===== src/rtl/regfile_write_arbiter.sv =====
// ----------------------------------------------------------------------------
// regfile_write_arbiter
//
// Shares the register file's single write port between two requesters:
//   port 0 : ALU writeback (fixed priority)
//   port 1 : IO/load unit (gets priority after STARVE_LIMIT lost cycles)
// Also runs a synchronous clear sweep that issues rf_reset to every register
// in turn, so software can clear the file without pulsing reset_all.
// All rf_* outputs, last_src, clr_busy and clr_done are registered.
// p0_ready/p1_ready are combinational.
//
// Optional feature macro: ZERO_REG_HARDWIRED_EN
//   When defined, a transfer to address 0 is accepted but produces neither
//   rf_load nor rf_reset; last_src is still updated. The clear sweep still
//   resets address 0.
//
// Ports:
//   clk        in   system clock, rising edge
//   reset_all  in   asynchronous active-high reset of all state
//   hold       in   processor stall; no grants while high
//   pN_valid   in   request from port N
//   pN_ready   out  port N accepted this cycle (combinational)
//   pN_addr    in   target register
//   pN_data    in   write data
//   pN_clr     in   1 = zero the register instead of writing data
//   clr_start  in   pulse that starts the clear sweep
//   clr_busy   out  sweep in progress
//   clr_done   out  one-cycle pulse when the sweep completes
//   rf_load    out  register file load
//   rf_reset   out  register file per-register reset
//   rf_addr    out  register file addr_a
//   rf_din     out  register file d_in
//   last_src   out  source of the current rf_* command (0 = p0, 1 = p1)
// ----------------------------------------------------------------------------
module regfile_write_arbiter #(
    parameter int unsigned NUM_REGS     = 8,
    parameter int unsigned ADDR_W       = 3,
    parameter int unsigned DATA_W       = 8,
    parameter int unsigned STARVE_LIMIT = 4
) (
    input  logic              clk,
    input  logic              reset_all,
    input  logic              hold,

    input  logic              p0_valid,
    output logic              p0_ready,
    input  logic [ADDR_W-1:0] p0_addr,
    input  logic [DATA_W-1:0] p0_data,
    input  logic              p0_clr,

    input  logic              p1_valid,
    output logic              p1_ready,
    input  logic [ADDR_W-1:0] p1_addr,
    input  logic [DATA_W-1:0] p1_data,
    input  logic              p1_clr,

    input  logic              clr_start,
    output logic              clr_busy,
    output logic              clr_done,

    output logic              rf_load,
    output logic              rf_reset,
    output logic [ADDR_W-1:0] rf_addr,
    output logic [DATA_W-1:0] rf_din,
    output logic              last_src
);

    localparam int unsigned CNT_W = 4;
    localparam logic [CNT_W-1:0]  CNT_MAX   = '1;
    localparam logic [CNT_W-1:0]  STARVE_TH = CNT_W'(STARVE_LIMIT);
    localparam logic [ADDR_W-1:0] LAST_IDX  = ADDR_W'(NUM_REGS - 1);

    typedef enum logic {
        ST_IDLE  = 1'b0,
        ST_CLEAR = 1'b1
    } state_t;

    state_t            state_q, state_d;
    logic [ADDR_W-1:0] idx_q, idx_d;
    logic [CNT_W-1:0]  starve_q, starve_d;

    logic              rf_load_q, rf_load_d;
    logic              rf_reset_q, rf_reset_d;
    logic [ADDR_W-1:0] rf_addr_q, rf_addr_d;
    logic [DATA_W-1:0] rf_din_q, rf_din_d;
    logic              last_src_q, last_src_d;
    logic              clr_busy_q, clr_busy_d;
    logic              clr_done_q, clr_done_d;

    logic              can_grant;
    logic              p1_pri;
    logic              gnt0;
    logic              gnt1;
    logic [ADDR_W-1:0] sel_addr;
    logic [DATA_W-1:0] sel_data;
    logic              sel_clr;
    logic              wr_skip;

    // Grant decision; ready is forced low during reset so outputs read 0.
    always_comb begin
        can_grant = (state_q == ST_IDLE) && !hold && !clr_start && !reset_all;
        p1_pri    = (starve_q >= STARVE_TH) && p1_valid;
        gnt1      = can_grant && p1_valid && (p1_pri || !p0_valid);
        gnt0      = can_grant && p0_valid && !p1_pri;
    end

    assign p0_ready = gnt0;
    assign p1_ready = gnt1;

    // Payload of the granted port.
    always_comb begin
        sel_addr = gnt1 ? p1_addr : p0_addr;
        sel_data = gnt1 ? p1_data : p0_data;
        sel_clr  = gnt1 ? p1_clr  : p0_clr;
    end

    // Writes to register 0 are swallowed when it is hardwired to zero.
`ifdef ZERO_REG_HARDWIRED_EN
    assign wr_skip = (sel_addr == '0);
`else
    assign wr_skip = 1'b0;
`endif

    // Next-state and registered-output logic.
    always_comb begin
        state_d    = state_q;
        idx_d      = idx_q;
        starve_d   = starve_q;
        rf_load_d  = 1'b0;
        rf_reset_d = 1'b0;
        rf_addr_d  = rf_addr_q;
        rf_din_d   = rf_din_q;
        last_src_d = last_src_q;
        clr_busy_d = clr_busy_q;
        clr_done_d = 1'b0;

        case (state_q)
            ST_IDLE: begin
                // Counts every unstalled IDLE cycle in which port 1 waits,
                // including the cycle a sweep starts.
                if (!hold && p1_valid && !gnt1 && (starve_q != CNT_MAX)) begin
                    starve_d = starve_q + CNT_W'(1);
                end
                if (gnt1) begin
                    starve_d = '0;
                end

                if (clr_start) begin
                    state_d    = ST_CLEAR;
                    idx_d      = '0;
                    clr_busy_d = 1'b1;
                end else if (gnt0 || gnt1) begin
                    last_src_d = gnt1;
                    if (!wr_skip) begin
                        rf_addr_d = sel_addr;
                        if (sel_clr) begin
                            rf_reset_d = 1'b1;
                            rf_din_d   = '0;
                        end else begin
                            rf_load_d = 1'b1;
                            rf_din_d  = sel_data;
                        end
                    end
                end
            end

            ST_CLEAR: begin
                // One register per cycle; hold does not pause the sweep.
                rf_reset_d = 1'b1;
                rf_addr_d  = idx_q;
                idx_d      = idx_q + ADDR_W'(1);
                if (idx_q == LAST_IDX) begin
                    state_d    = ST_IDLE;
                    idx_d      = '0;
                    clr_busy_d = 1'b0;
                    clr_done_d = 1'b1;
                end
            end

            default: begin
                state_d = ST_IDLE;
            end
        endcase
    end

    // State and output registers.
    always_ff @(posedge clk or posedge reset_all) begin
        if (reset_all) begin
            state_q    <= ST_IDLE;
            idx_q      <= '0;
            starve_q   <= '0;
            rf_load_q  <= 1'b0;
            rf_reset_q <= 1'b0;
            rf_addr_q  <= '0;
            rf_din_q   <= '0;
            last_src_q <= 1'b0;
            clr_busy_q <= 1'b0;
            clr_done_q <= 1'b0;
        end else begin
            state_q    <= state_d;
            idx_q      <= idx_d;
            starve_q   <= starve_d;
            rf_load_q  <= rf_load_d;
            rf_reset_q <= rf_reset_d;
            rf_addr_q  <= rf_addr_d;
            rf_din_q   <= rf_din_d;
            last_src_q <= last_src_d;
            clr_busy_q <= clr_busy_d;
            clr_done_q <= clr_done_d;
        end
    end

    assign rf_load  = rf_load_q;
    assign rf_reset = rf_reset_q;
    assign rf_addr  = rf_addr_q;
    assign rf_din   = rf_din_q;
    assign last_src = last_src_q;
    assign clr_busy = clr_busy_q;
    assign clr_done = clr_done_q;

endmodule


===== config.mk =====
export PLATFORM = sky130hd
export DESIGN_NAME = regfile_write_arbiter
export DESIGN_NICKNAME = d
export VERILOG_FILES = /design/src/rtl/regfile_write_arbiter.sv
export SDC_FILE = /design/constraint.sdc
export NUM_CORES = 1
export LEC_CHECK = 0
export CELL_PAD_IN_SITES_DETAIL_PLACEMENT = 1
export CELL_PAD_IN_SITES_GLOBAL_PLACEMENT = 1
export CORE_UTILIZATION = 30
export DETAILED_ROUTE_END_ITERATION = 10
export GPL_ROUTABILITY_DRIVEN = 0
export PLACE_DENSITY_LB_ADDON = 0.08
export SETUP_SLACK_MARGIN = 0.1
export SLEW_MARGIN = 15
export SYNTH_ARGS = -nofsm -noshare
export SYNTH_HDL_FRONTEND = slang
export SYNTH_SLANG_ARGS = --single-unit

===== constraint.sdc =====
create_clock -name clk -period 2 [get_ports clk]
set_input_delay 0.2 -clock clk [delete_from_list [all_inputs] [get_ports clk]]
set_output_delay 0.2 -clock clk [all_outputs]
set_load 0.01 [all_outputs]

==> results.md <==
Status:
- The run finished with clean final reports.

Floorplan:
- The count of boundary I/O pins is 48.
- The horizontal die dimension is 65.4 µm.
- The initial utilization of the core area, before any placement, comes to 0.320.
- Row generation in the floorplan step produced 22 rows.
- The die is 65.4 µm tall.
- The total core area is about 0.0038 mm².
- The die covers between 0.004 and 0.005 mm².

STA:
- The final critical-path share of the clock period is 0.886.
- The hold violation count in the final report is 0.
- Clock skew on the completed layout was measured at ~0.0065 ns.
- The total negative slack for setup checks is 0 ns.
- The worst-case headroom to the max-slew limit is 0.796.
- The clock period could shrink to 1.77 ns.
- Hold timing on the final database bottoms out at a slack of about 0.36 ns.
- The number of pins exceeding their max-slew limit in the final report is 0.
- The smallest setup slack after layout is 0.229 ns.
- At the pin with the least slew margin, the transition time is between 0.3 and 0.4 ns.
- Derived from the worst setup path, the maximum achievable clock frequency is between 500 and 600 MHz.
- Setup repair after global routing left no endpoint under its margin.
- The number of setup violations in the final report is 0.

Setup path:
- The element type at the critical path start is a flip-flop.
- The slowest stage of the critical path belongs to the cell sky130_fd_sc_hd__dfrtp_1.
- For the worst setup path, the data required time is roughly 1.8 ns.
- The reg-to-reg endpoint is rf_addr[2].
- The setup slack of the worst register-to-register path is 0.33 ns.
- STA classifies the critical path endpoint as an output port.
- In this design, the stage delay of the slowest critical-path cell is approximately 0.46 ns.
- The critical path goes through or3b_4, nand2_8, nor2_1, dlygate4sd2_1.
- Of all nets on the critical path, the largest fanout is 4.
- The launching instance or port of the critical path is starve_q[3].
- The worst register-to-register path has a depth of 5.
- The critical path is of the reg -> out type.
- The worst register-to-register path begins at starve_q[3].
- STA puts the critical path data arrival time at roughly 1.6 ns.

Clock tree:
- The number of buffers added to fix hold violations after cts is 0.
- The clock reaches the later pin of the worst-skew pair after around 0.26 ns.
- In this run the deepest clock path goes through 2 buffers.
- The tree is rooted in a sky130_fd_sc_hd__clkbuf_8.
- The TritonCTS clock tree is yes.
- The level count of the clock H-tree is 1.
- The number of CTS-inserted buffers is 3.
- The sink count of the clock tree is 24.
- The CTS clock-pin slew for the worst setup and hold paths is 0.09 ns.

Logic synthesis:
- Synthesis produced a netlist with a net count of 150.
- The post-synthesis instance area is 0.00121 mm².
- The netlist uses 29 different library cells.
- The part of the Yosys area used for sequential elements is 0.497.
- The count of synthesis-stage warnings from yosys is 0.
- Synthesis produced between 100 and 150 cells.
- A synthesized cell averages 10.3 µm².
- The number of synthesized register bits is 24.

Layout:
- The relative area change from synthesis to final layout is 58.8%.
- The register area is between 600 and 700 µm².
- At the end of the flow the core is filled with cells to 0.508.
- The finished layout holds between 200 and 250 standard cells, fillers aside.
- The final net count is between 200 and 250.
- Summing all multi-input logic gate instances after layout gives 562 µm².
- The area of all placed cells without fillers is around 0.0019 mm².
- The filler cells instantiated in the layout total between 400 and 500.
- 0 antenna diodes ended up in the layout.
- In the final layout, the share of cells above drive strength 1 is 0.170.

Pwr:
- The power per unit of standard cell area is 1080 mW/mm².
- After layout, the design draws a total of 2.07 mW.
- The maximum resistive drop on vdd is around 540 µV.
- The static power due to leakage is roughly 0.9 nW.

Job:
- The max-capacitance violation count is 0.

Global routing:
- The number of antenna violations at the first check in global routing is 0.
- The first global-routing pass estimated about 5600 µm of wire.
- After global routing the overflow that remains totals 0.
- The via count of the first global-routing pass is ~1200.
- The global-route usage over all layers is 0.174.
- The largest net degree at the start of global routing is 19.

Placed design:
- The count of buffers added on input and output ports is between 40 and 50.
- Counting tap cells, the placed design contains a total of ~220 instances.
- Before CTS, the worst setup slack after placement is around 0.026 ns.
- The HPWL after detailed placement is about 2800 µm.
- The instance area at placement is roughly 0.0018 mm².

Route:
- After detailed routing, the average wire length per cell comes to roughly 15 µm.
- The detailed router finished its first iteration with 33 violations.
- The via count is ~1100.
- Wires add up to 3460 µm.
- The detailed-route DRC error count is 0.
- In the routed layout, each cell is associated on average with a via count of slightly below 5.
- Once detail routing completed, the nets flagged for antenna violations numbered 0.
- The first-pass iteration count of the detailed router is 4.

Hold path:
- The path class of the tightest hold or removal check is in -> async.
-- report_power, final --
| part | leakage [nW] | internal [mW] | switching (mW) |
|---|---|---|---|
| Combinational | 0.578 | 0.469 | 0.398 |
| Clock | 0.0357 | 0.267 | 0.155 |
| Sequential | 0.303 | 0.665 | 0.117 |
| Total | 0.916 | 1.40 | 0.670 |
-- layer usage --
metal	track usage	wire length [µm]
met5	0	0
met4	0.0245	13
met3	0.0382	121
met2	0.331	1900
met1	0.201	1430
-- state kept, by name, summed over array words and instances (netlist names), 3 cells and up --
signal	count
rf_addr	3
idx_q	3
starve_q	4
rf_din	8
-- synth_stat cells (all sizes together) --
library cell	count	area share
a211oi	1	0.010
a21o	2	0.012
a21oi	4	0.017
a32o	1	0.0083
a32oi	2	0.015
and2	2	0.012
and3	1	0.0052
buf	4	0.032
dfrtp	24	0.50
ha	3	0.031
inv	4	0.012
mux2i	8	0.066
nand2	21	0.085
nand2b	2	0.010
nand3	4	0.017
nor2	10	0.031
nor2b	1	0.0052
nor3b	2	0.012
nor4	1	0.018
o21ai	13	0.054
o221ai	2	0.015
o22ai	1	0.0052
or3b	1	0.0073
xor2	3	0.022
-- repair_timing --
action                                  in CTS  in global routing
pin swaps                                    0                  1
resized for setup                            5                  2
setup buffers                                1                  1
endpoints found under the setup margin       2                  1
-- final cells by class --
cell class	instances	share of cell area
Tap cell	48	0.0313
Multi-Input combinational cell	85	0.293
Clock inverter	1	0.0157
Timing Repair Buffer	65	0.317
Clock buffer	3	0.0215
Sequential cell	24	0.314
Inverter	4	0.00783
-- cells in the final DEF, fill, tap and decap left out, types with 2 or more instances in the layout --
cell type and count:
sky130_fd_sc_hd__mux2i_1 8, sky130_fd_sc_hd__o221ai_1 2, sky130_fd_sc_hd__a21oi_1 4, sky130_fd_sc_hd__clkdlybuf4s50_1 45
sky130_fd_sc_hd__nand2_1 19, sky130_fd_sc_hd__clkbuf_8 3, sky130_fd_sc_hd__nor2_1 9, sky130_fd_sc_hd__buf_4 18
sky130_fd_sc_hd__o21ai_0 11, sky130_fd_sc_hd__nand2b_1 2, sky130_fd_sc_hd__a32oi_1 2, sky130_fd_sc_hd__nor3b_1 2
sky130_fd_sc_hd__inv_1 4, sky130_fd_sc_hd__ha_1 3, sky130_fd_sc_hd__nand3_1 4, sky130_fd_sc_hd__dfrtp_1 23
sky130_fd_sc_hd__xor2_1 3, sky130_fd_sc_hd__a21o_1 2
-- cells by family (layout without fill, tap and decap cells) --
kind of cell / Yosys count / in the layout / share of synthesized area
xor+xnor: 3 / 3 / 0.0218
buf+inv: 8 / 73 / 0.0445
mux: 8 / 8 / 0.0663
simple gates: 45 / 45 / 0.203
fa+ha+maj: 3 / 3 / 0.0311
compound gates: 26 / 26 / 0.136
flops: 24 / 24 / 0.497
-- worst max path at each step --
stage,end,cells after the start,slack (ns)
after floorplan,rf_addr[1],5,0.55
after global placement,p1_ready,5,0.05
after detailed placement,p1_ready,5,0.03
after CTS,p0_ready,4,0.08
after global routing,p1_ready,4,0.18
final,p1_ready,4,0.23
-- worst max-delay path, delay by kind of cell, from the launching register on --
kind | cells | cell delay (ns)
and+or+nand+nor | 3 | 0.56
DFF | 1 | 0.46
buffers and inverters | 1 | 0.28
No activity file was read; power rests on OpenSTA's default activity.
